### src/rtl/mips_pkg.sv
// Shared encodings for the MIPS multiply/divide unit: operation codes, FSM states
// and small decode helpers used by the datapath.
package mips_pkg;

    typedef enum logic [1:0] {
        OP_MULT  = 2'b00,
        OP_MULTU = 2'b01,
        OP_DIV   = 2'b10,
        OP_DIVU  = 2'b11
    } op_e;

    typedef enum logic [1:0] {
        S_IDLE = 2'b00,
        S_CALC = 2'b01,
        S_FIX  = 2'b10
    } state_e;

    function automatic logic is_div_op(input logic [1:0] o);
        return (o == OP_DIV) || (o == OP_DIVU);
    endfunction

    function automatic logic is_signed_op(input logic [1:0] o);
        return (o == OP_MULT) || (o == OP_DIV);
    endfunction

endpackage

### src/rtl/mips_muldiv.sv
// Iterative radix-2 multiply/divide unit writing the architectural HI/LO pair.
// Signed operations run on magnitudes; the sign is restored in the FIX state.
module mips_muldiv
    import mips_pkg::*;
#(
    parameter int WIDTH = 32
) (
    input  logic             clk,
    input  logic             rst,
    input  logic             start,
    input  logic [1:0]       op,
    input  logic [WIDTH-1:0] a,
    input  logic [WIDTH-1:0] b,
    input  logic             abort,
    input  logic             mthi,
    input  logic             mtlo,
    input  logic             hilo_rd,
    output logic [WIDTH-1:0] hi,
    output logic [WIDTH-1:0] lo,
    output logic             busy,
    output logic             done,
    output logic             stall
);

    localparam int CW = $clog2(WIDTH);
    localparam int W2 = 2 * WIDTH;
    localparam logic [WIDTH-1:0] ZERO_W  = '0;
    localparam logic [W2-1:0]    ZERO_2W = '0;

    state_e            state_reg, state_next;
    logic [1:0]        op_reg;
    logic [WIDTH-1:0]  mcand_reg;
    logic [W2-1:0]     acc_reg;
    logic [CW-1:0]     count_reg;
    logic              neg_res_reg, neg_rem_reg, div0_reg;
    logic [WIDTH-1:0]  hi_reg, lo_reg;
    logic              done_reg;

    // Operand conditioning at start: magnitudes plus result-sign flags
    logic              op_signed, a_neg, b_neg;
    logic [WIDTH-1:0]  a_mag, b_mag;

    always_comb begin
        op_signed = is_signed_op(op);
        a_neg     = op_signed & a[WIDTH-1];
        b_neg     = op_signed & b[WIDTH-1];
        a_mag     = a_neg ? (ZERO_W - a) : a;
        b_mag     = b_neg ? (ZERO_W - b) : b;
    end

    // One radix-2 step. Multiply keeps {partial, multiplier} in acc; divide keeps
    // {remainder, dividend/quotient} and shifts quotient bits in at the bottom.
    logic [WIDTH-1:0]  mul_addend;
    logic [WIDTH:0]    mul_sum, div_shift, div_diff;
    logic [W2-1:0]     acc_step;

    always_comb begin
        mul_addend = acc_reg[0] ? mcand_reg : ZERO_W;
        mul_sum    = {1'b0, acc_reg[W2-1:WIDTH]} + {1'b0, mul_addend};
        div_shift  = {acc_reg[W2-1:WIDTH], acc_reg[WIDTH-1]};
        div_diff   = div_shift - {1'b0, mcand_reg};
        if (is_div_op(op_reg)) begin
            if (!div_diff[WIDTH]) begin
                acc_step = {div_diff[WIDTH-1:0], acc_reg[WIDTH-2:0], 1'b1};
            end else begin
                acc_step = {div_shift[WIDTH-1:0], acc_reg[WIDTH-2:0], 1'b0};
            end
        end else begin
            acc_step = {mul_sum, acc_reg[WIDTH-1:1]};
        end
    end

    // Sign fixup. Divide-by-zero yields an all-ones quotient; the remainder path
    // re-applies the dividend sign to |a|, which reproduces a exactly.
    logic [W2-1:0]     prod_fix;
    logic [WIDTH-1:0]  quo_fix, rem_fix;

    always_comb begin
        prod_fix = neg_res_reg ? (ZERO_2W - acc_reg) : acc_reg;
        quo_fix  = div0_reg ? '1
                 : (neg_res_reg ? (ZERO_W - acc_reg[WIDTH-1:0]) : acc_reg[WIDTH-1:0]);
        rem_fix  = neg_rem_reg ? (ZERO_W - acc_reg[W2-1:WIDTH]) : acc_reg[W2-1:WIDTH];
    end

    always_ff @(posedge clk or negedge rst) begin
        if (!rst) begin
            state_reg <= S_IDLE;
        end else begin
            state_reg <= state_next;
        end
    end

    always_comb begin
        state_next = state_reg;
        if (abort) begin
            state_next = S_IDLE;
        end else begin
            case (state_reg)
                S_IDLE:  if (start) state_next = S_CALC;
                S_CALC:  if (count_reg == '0) state_next = S_FIX;
                S_FIX:   state_next = S_IDLE;
                default: state_next = S_IDLE;
            endcase
        end
    end

    always_comb begin
        busy  = (state_reg == S_CALC) || (state_reg == S_FIX);
        stall = busy & hilo_rd;
        done  = done_reg;
        hi    = hi_reg;
        lo    = lo_reg;
    end

    always_ff @(posedge clk or negedge rst) begin
        if (!rst) begin
            op_reg      <= OP_MULT;
            mcand_reg   <= '0;
            acc_reg     <= '0;
            count_reg   <= '0;
            neg_res_reg <= 1'b0;
            neg_rem_reg <= 1'b0;
            div0_reg    <= 1'b0;
            hi_reg      <= '0;
            lo_reg      <= '0;
            done_reg    <= 1'b0;
        end else begin
            done_reg <= 1'b0;
            // A flush cancels whatever this cycle would have done, moves included
            if (!abort) begin
                case (state_reg)
                    S_IDLE: begin
                        if (start) begin
                            op_reg      <= op;
                            mcand_reg   <= is_div_op(op) ? b_mag : a_mag;
                            acc_reg     <= {ZERO_W, (is_div_op(op) ? a_mag : b_mag)};
                            count_reg   <= CW'(WIDTH - 1);
                            neg_res_reg <= a_neg ^ b_neg;
                            neg_rem_reg <= a_neg;
                            div0_reg    <= (b == ZERO_W);
                        end else begin
                            if (mthi) hi_reg <= a;
                            if (mtlo) lo_reg <= a;
                        end
                    end
                    S_CALC: begin
                        acc_reg   <= acc_step;
                        count_reg <= count_reg - CW'(1);
                    end
                    S_FIX: begin
                        if (is_div_op(op_reg)) begin
                            hi_reg <= rem_fix;
                            lo_reg <= quo_fix;
                        end else begin
                            hi_reg <= prod_fix[W2-1:WIDTH];
                            lo_reg <= prod_fix[WIDTH-1:0];
                        end
                        done_reg <= 1'b1;
                    end
                    default: ;
                endcase
            end
        end
    end

endmodule
### config.mk
export PLATFORM = sky130hd
export DESIGN_NAME = mips_muldiv
export DESIGN_NICKNAME = d
export VERILOG_FILES = /design/src/rtl/mips_pkg.sv /design/src/rtl/mips_muldiv.sv
export SDC_FILE = /design/constraint.sdc
export NUM_CORES = 1
export LEC_CHECK = 0
export ABC_AREA = 1
export CAP_MARGIN = 20
export CORE_ASPECT_RATIO = 2
export CORE_UTILIZATION = 55
export CTS_CLUSTER_SIZE = 25
export DETAILED_ROUTE_END_ITERATION = 10
export PLACE_DENSITY = 0.76
export SYNTH_ARGS = -nofsm -noshare
export SYNTH_HDL_FRONTEND = slang
export SYNTH_SLANG_ARGS = --single-unit
### constraint.sdc
create_clock -name clk -period 3.1 [get_ports clk]
set_input_delay 0.465 -clock clk [delete_from_list [all_inputs] [get_ports clk]]
set_output_delay 0.465 -clock clk [all_outputs]
set_load 0.02 [all_outputs]
==> impl_metrics.env, run 1 <==
export IMPL_syn_area_um2=17900
export IMPL_cts_sinks=172
export IMPL_io_buffers=139
export IMPL_synth_edff_count=0
export IMPL_gp_congestion=1.15
export IMPL_async_reset_ff_share_pct=100
export IMPL_ys_warnings_count=0
export IMPL_lastStage="5_1_grt"
export IMPL_die_x_um=130
export IMPL_fp_dieH_um=257
export IMPL_hold_buffers=0
export IMPL_grt_ovfl_total=245
export IMPL_synth_cell_types=53
export IMPL_ys_seq_area_share_pct=24.0
export IMPL_outcome="aborted with a tool error"
export IMPL_syn_num_nets=3189
export IMPL_avgSynthCellArea_um2=5.90
export IMPL_rows=93
export IMPL_numCtsBuffers=17
export IMPL_grt_pass1_vias=24572
export IMPL_postSynthCellCount=3040
export IMPL_synth_flop_cell="dfrtp_1"
export IMPL_grt_usage_pct=67.4
export IMPL_cts_setup_buffers=0
export IMPL_stop_error="[ERROR GRT-0116] Global routing finished with congestion. Check the congestion regions in the DRC Viewer."
export IMPL_h_tree_depth=4
export IMPL_synth_seq_cells=172
export IMPL_num_io_pins=140
export IMPL_grt_pass1_wl_um=169000
export IMPL_clockRootBuffer="clkbuf_16"
export IMPL_initial_utilization_pct=55.8
export IMPL_dp_hpwl_um=71500
export IMPL_clockBufferDepth=2
export IMPL_cts_resized=0
export IMPL_grt_max_degree=92
logic make-up after synthesis:
group / count (synthesis) / synth area share (%)
flip-flops: 172 / 24.0
XOR/XNOR: 61 / 2.98
AO/OA/AOI/OAI: 515 / 16.1
adder cells (fa/ha/maj): 76 / 5.39
AND/OR/NAND/NOR: 1704 / 40.5
buffers and inverters: 512 / 11.0
cell usage after synthesis, drive strengths merged (18+ instances only):
cell type	n	area, µm²
a21oi	211	1080
a22oi	18	135
buf	39	196
clkbuf	67	251
dfrtp	172	4300
ha	74	926
inv	399	1500
nand2	815	3120
nand3	325	1640
nand3b	21	161
nand4	59	375
nor2	436	1690
nor3	24	130
o211ai	32	240
o21ai	195	983
xor2	49	429
routing by layer:
layer	GRT overflow	GRT usage [%]
met5	0	11.1
met4	89	67.1
met3	2	45.4
met2	154	89.1
met1	0	67.2
through the flow:
stage                     cell area [µm²]  utilization (%)  std cells  worst slack, ps  hold WS, ps
after floorplan                     17900                -       3040              528          169
after global placement              20200             62.8       3588              210          477
after CTS                           20800             64.8       3620              189          100
after detailed placement            20200             62.8       3588              216          478
==> inputs of run 2 (changes only) <==
--- a/config.mk
+++ b/config.mk
@@ -7,11 +7,9 @@
 export LEC_CHECK = 0
 export ABC_AREA = 1
 export CAP_MARGIN = 20
-export CORE_ASPECT_RATIO = 2
-export CORE_UTILIZATION = 55
-export CTS_CLUSTER_SIZE = 25
+export CORE_UTILIZATION = 40
 export DETAILED_ROUTE_END_ITERATION = 10
-export PLACE_DENSITY = 0.76
+export PLACE_DENSITY_LB_ADDON = 0.15
 export SYNTH_ARGS = -nofsm -noshare
 export SYNTH_HDL_FRONTEND = slang
 export SYNTH_SLANG_ARGS = --single-unit
==> run 2 against run 1 <==
Against the previous run:
- the flow now finishes, with violations (negative hold slack)
- synthesized cell count unchanged
- synthesized area unchanged
==> impl_metrics.env, run 2 <==
export IMPL_outcome="finished, violations left"
export IMPL_failed_checks="negative hold slack"
export IMPL_slew_violations=0
export IMPL_fin_ws_ps=200
export IMPL_n_antenna_cell=0
export IMPL_leakagePower_nw=10.4
export IMPL_most_common_layout_cells="798 x nand2_1, 419 x nor2_1, 389 x inv_1, 323 x nand3_1, 206 x a21oi_1"
export IMPL_fmax_mhz=345
export IMPL_drt_pass1_iter_count=6
export IMPL_clockRootBuffer="clkbuf_16"
export IMPL_drt_wl_total_um=83800
export IMPL_syn_num_nets=3189
export IMPL_num_io_pins=140
export IMPL_area_growth_pct=17.3
export IMPL_synth_seq_cells=172
export IMPL_synth_top_cell_area_share_pct=24.0
export IMPL_grt_max_degree=63
export IMPL_postSynthCellCount=3040
export IMPL_grt_pass1_wl_um=123000
export IMPL_drt_initial_drc_count=2421
export IMPL_synth_most_common_cell="nand2_1"
export IMPL_synth_cell_types=53
export IMPL_core_area_um2=44200
export IMPL_hold_violations=3
export IMPL_synth_edff_count=0
export IMPL_ant_nets=0
export IMPL_avgSynthCellArea_um2=5.90
export IMPL_cts_sinks=172
export IMPL_finalInstanceArea_um2=21000
export IMPL_path_clk_slew_ps=70
export IMPL_irDropWorstVdd_mv=0.527
export IMPL_worstMarginPinSlew_ps=749
export IMPL_dp_hpwl_um=68900
export IMPL_synth_flop_cell="dfrtp_1"
export IMPL_vias_per_cell=5.69
export IMPL_place_area_um2=20400
export IMPL_ys_warnings_count=0
export IMPL_end_kind="register"
export IMPL_grt_antenna_before_repair=0
export IMPL_final_setup_tns_ps=0
export IMPL_fp_dieH_um=214
export IMPL_rsz0062_at_grt="false"
export IMPL_grt_pass1_vias=19541
export IMPL_hold_buffers=0
export IMPL_die_x_um=214
export IMPL_clockBufferDepth=2
export IMPL_clk_insertion_delay_late_ps=460
export IMPL_cts_setup_buffers=0
export IMPL_hp_class="input port to async pin"
export IMPL_initial_utilization_pct=40.5
export IMPL_cp_required_ps=3450
export IMPL_io_buffers=139
export IMPL_ys_seq_area_share_pct=24.0
export IMPL_h_tree_depth=4
export IMPL_cellPowerDensity_nw_per_um2=1160
export IMPL_async_reset_ff_share_pct=100
export IMPL_avgRoutedWirePerCell_um=22.1
export IMPL_hold_ws_ps=-4.09
export IMPL_worst_setup_path_type="register to register"
export IMPL_crit_path_max_fanout=19
export IMPL_gp_congestion=1.01
export IMPL_syn_area_um2=17900
export IMPL_synth_area_leaders="dfrtp_1 24%, nand2_1 17%, nand3_1 9.0%, nor2_1 8.8%, inv_1 8.1%"
export IMPL_rows=77
export IMPL_relSlewSlack_pct=50.0
export IMPL_dp_slack_ps=216
export IMPL_synth_top_cells_by_count="798 x nand2_1, 420 x nor2_1, 389 x inv_1"
export IMPL_min_period_ps=2900
export IMPL_largest_reg_flops=64
export IMPL_yosysTopAreaCell="dfrtp_1"
export IMPL_final_common_cell="nand2_1"
export IMPL_grt_usage_pct=36.5
export IMPL_setup_violations=0
export IMPL_grt_ovfl_total=0
export IMPL_layout_drive_gt1_share_pct=5.92
export IMPL_drc=0
export IMPL_cp_start_kind="register"
export IMPL_maxCapViolations=0
export IMPL_cts_resized=0
export IMPL_vias=21505
export IMPL_final_fill_count=4713
export IMPL_fp_dieArea_um2=45700
export IMPL_numCtsBuffers=17
export IMPL_finalClockSkew_ps=14.3
export IMPL_cp_arrival_ps=3250
export IMPL_nets=3326
export IMPL_fin_crit_sh_pct=93.6
export IMPL_cts_tree="done"
run 2: where the power goes:
group / switching [mW] / internal [mW]
Combinational: 11.5 / 5.68
Clock: 1.06 / 1.34
Sequential: 1.57 / 3.26
Total: 14.1 / 10.3
run 2: routing by layer:
layer / track usage [%] / vias to the layer above / wire [µm]
met2: 55.0 / 1066 / 35900
li1: - / 10179 / -
met4: 13.7 / 0 / 3190
met1: 51.8 / 10119 / 36700
met5: 0 / - / 0
met3: 6.56 / 141 / 7950
run 2: critical path: stages (launching register included):
cell and delay [ps]:
dfrtp_1 380, buf_4 140, ha_1 220, fa_1 400
inv_1 70, nand2_1 50, nand2_1 100, nand3_1 100
nand2_2 130, nand2_2 70, nand2_4 90, nand2_4 70
nand2_4 60, nand2_2 50, nand2_2 340, buf_4 230
o21ai_1 80, nor2_1 130, o21ai_1 70
run 2: final timing paths:
path                       cells after the start                     start  slack [ps]                 endpoint
max in group asynchronous                      2                       rst        2360    op_reg[1]$_DFFE_PN0P_
max                                           18  mcand_reg[0]$_DFFE_PN0P_         200  acc_reg[36]$_DFFE_PN0P_
min                                            1                       rst          -4  acc_reg[55]$_DFFE_PN0P_
min reg2reg                                    2        lo[14]$_DFFE_PN0P_         490       lo[14]$_DFFE_PN0P_
max reg2reg                                   18  mcand_reg[0]$_DFFE_PN0P_         200  acc_reg[36]$_DFFE_PN0P_
min in group clk                               2        lo[14]$_DFFE_PN0P_         490       lo[14]$_DFFE_PN0P_
run 2: logic make-up after synthesis:
kind of cell	share of synthesized area [%]
buffers and inverters	11.0
adder cells (fa/ha/maj)	5.39
AO/OA/AOI/OAI	16.1
XOR/XNOR	2.98
flip-flops	24.0
AND/OR/NAND/NOR	40.5
run 2: final cells by class:
type / count / area [µm²] / share of cell area (%)
clock buffer: 20 / 457 / 2.17
clock inverter: 12 / 171 / 0.815
inverter: 406 / 1520 / 7.25
multi-input combinational: 2356 / 11700 / 55.5
sequential: 172 / 4310 / 20.5
tap: 592 / 741 / 3.52
timing repair buffer: 224 / 2160 / 10.3
run 2: through the flow:
stage          hold slack, ps  cells  total power [mW]  util [%]
6_report                -4.09   3782              24.4      47.5
5_1_grt                  48.4   3782              26.2      47.5
4_1_cts                  20.2   3782              23.9      47.5
3_5_place_dp              476   3750              21.5      46.1
3_3_place_gp              473   3750              21.4      46.1
2_1_floorplan             169   3040              15.3         -
Power figures use the tool's default switching activity.
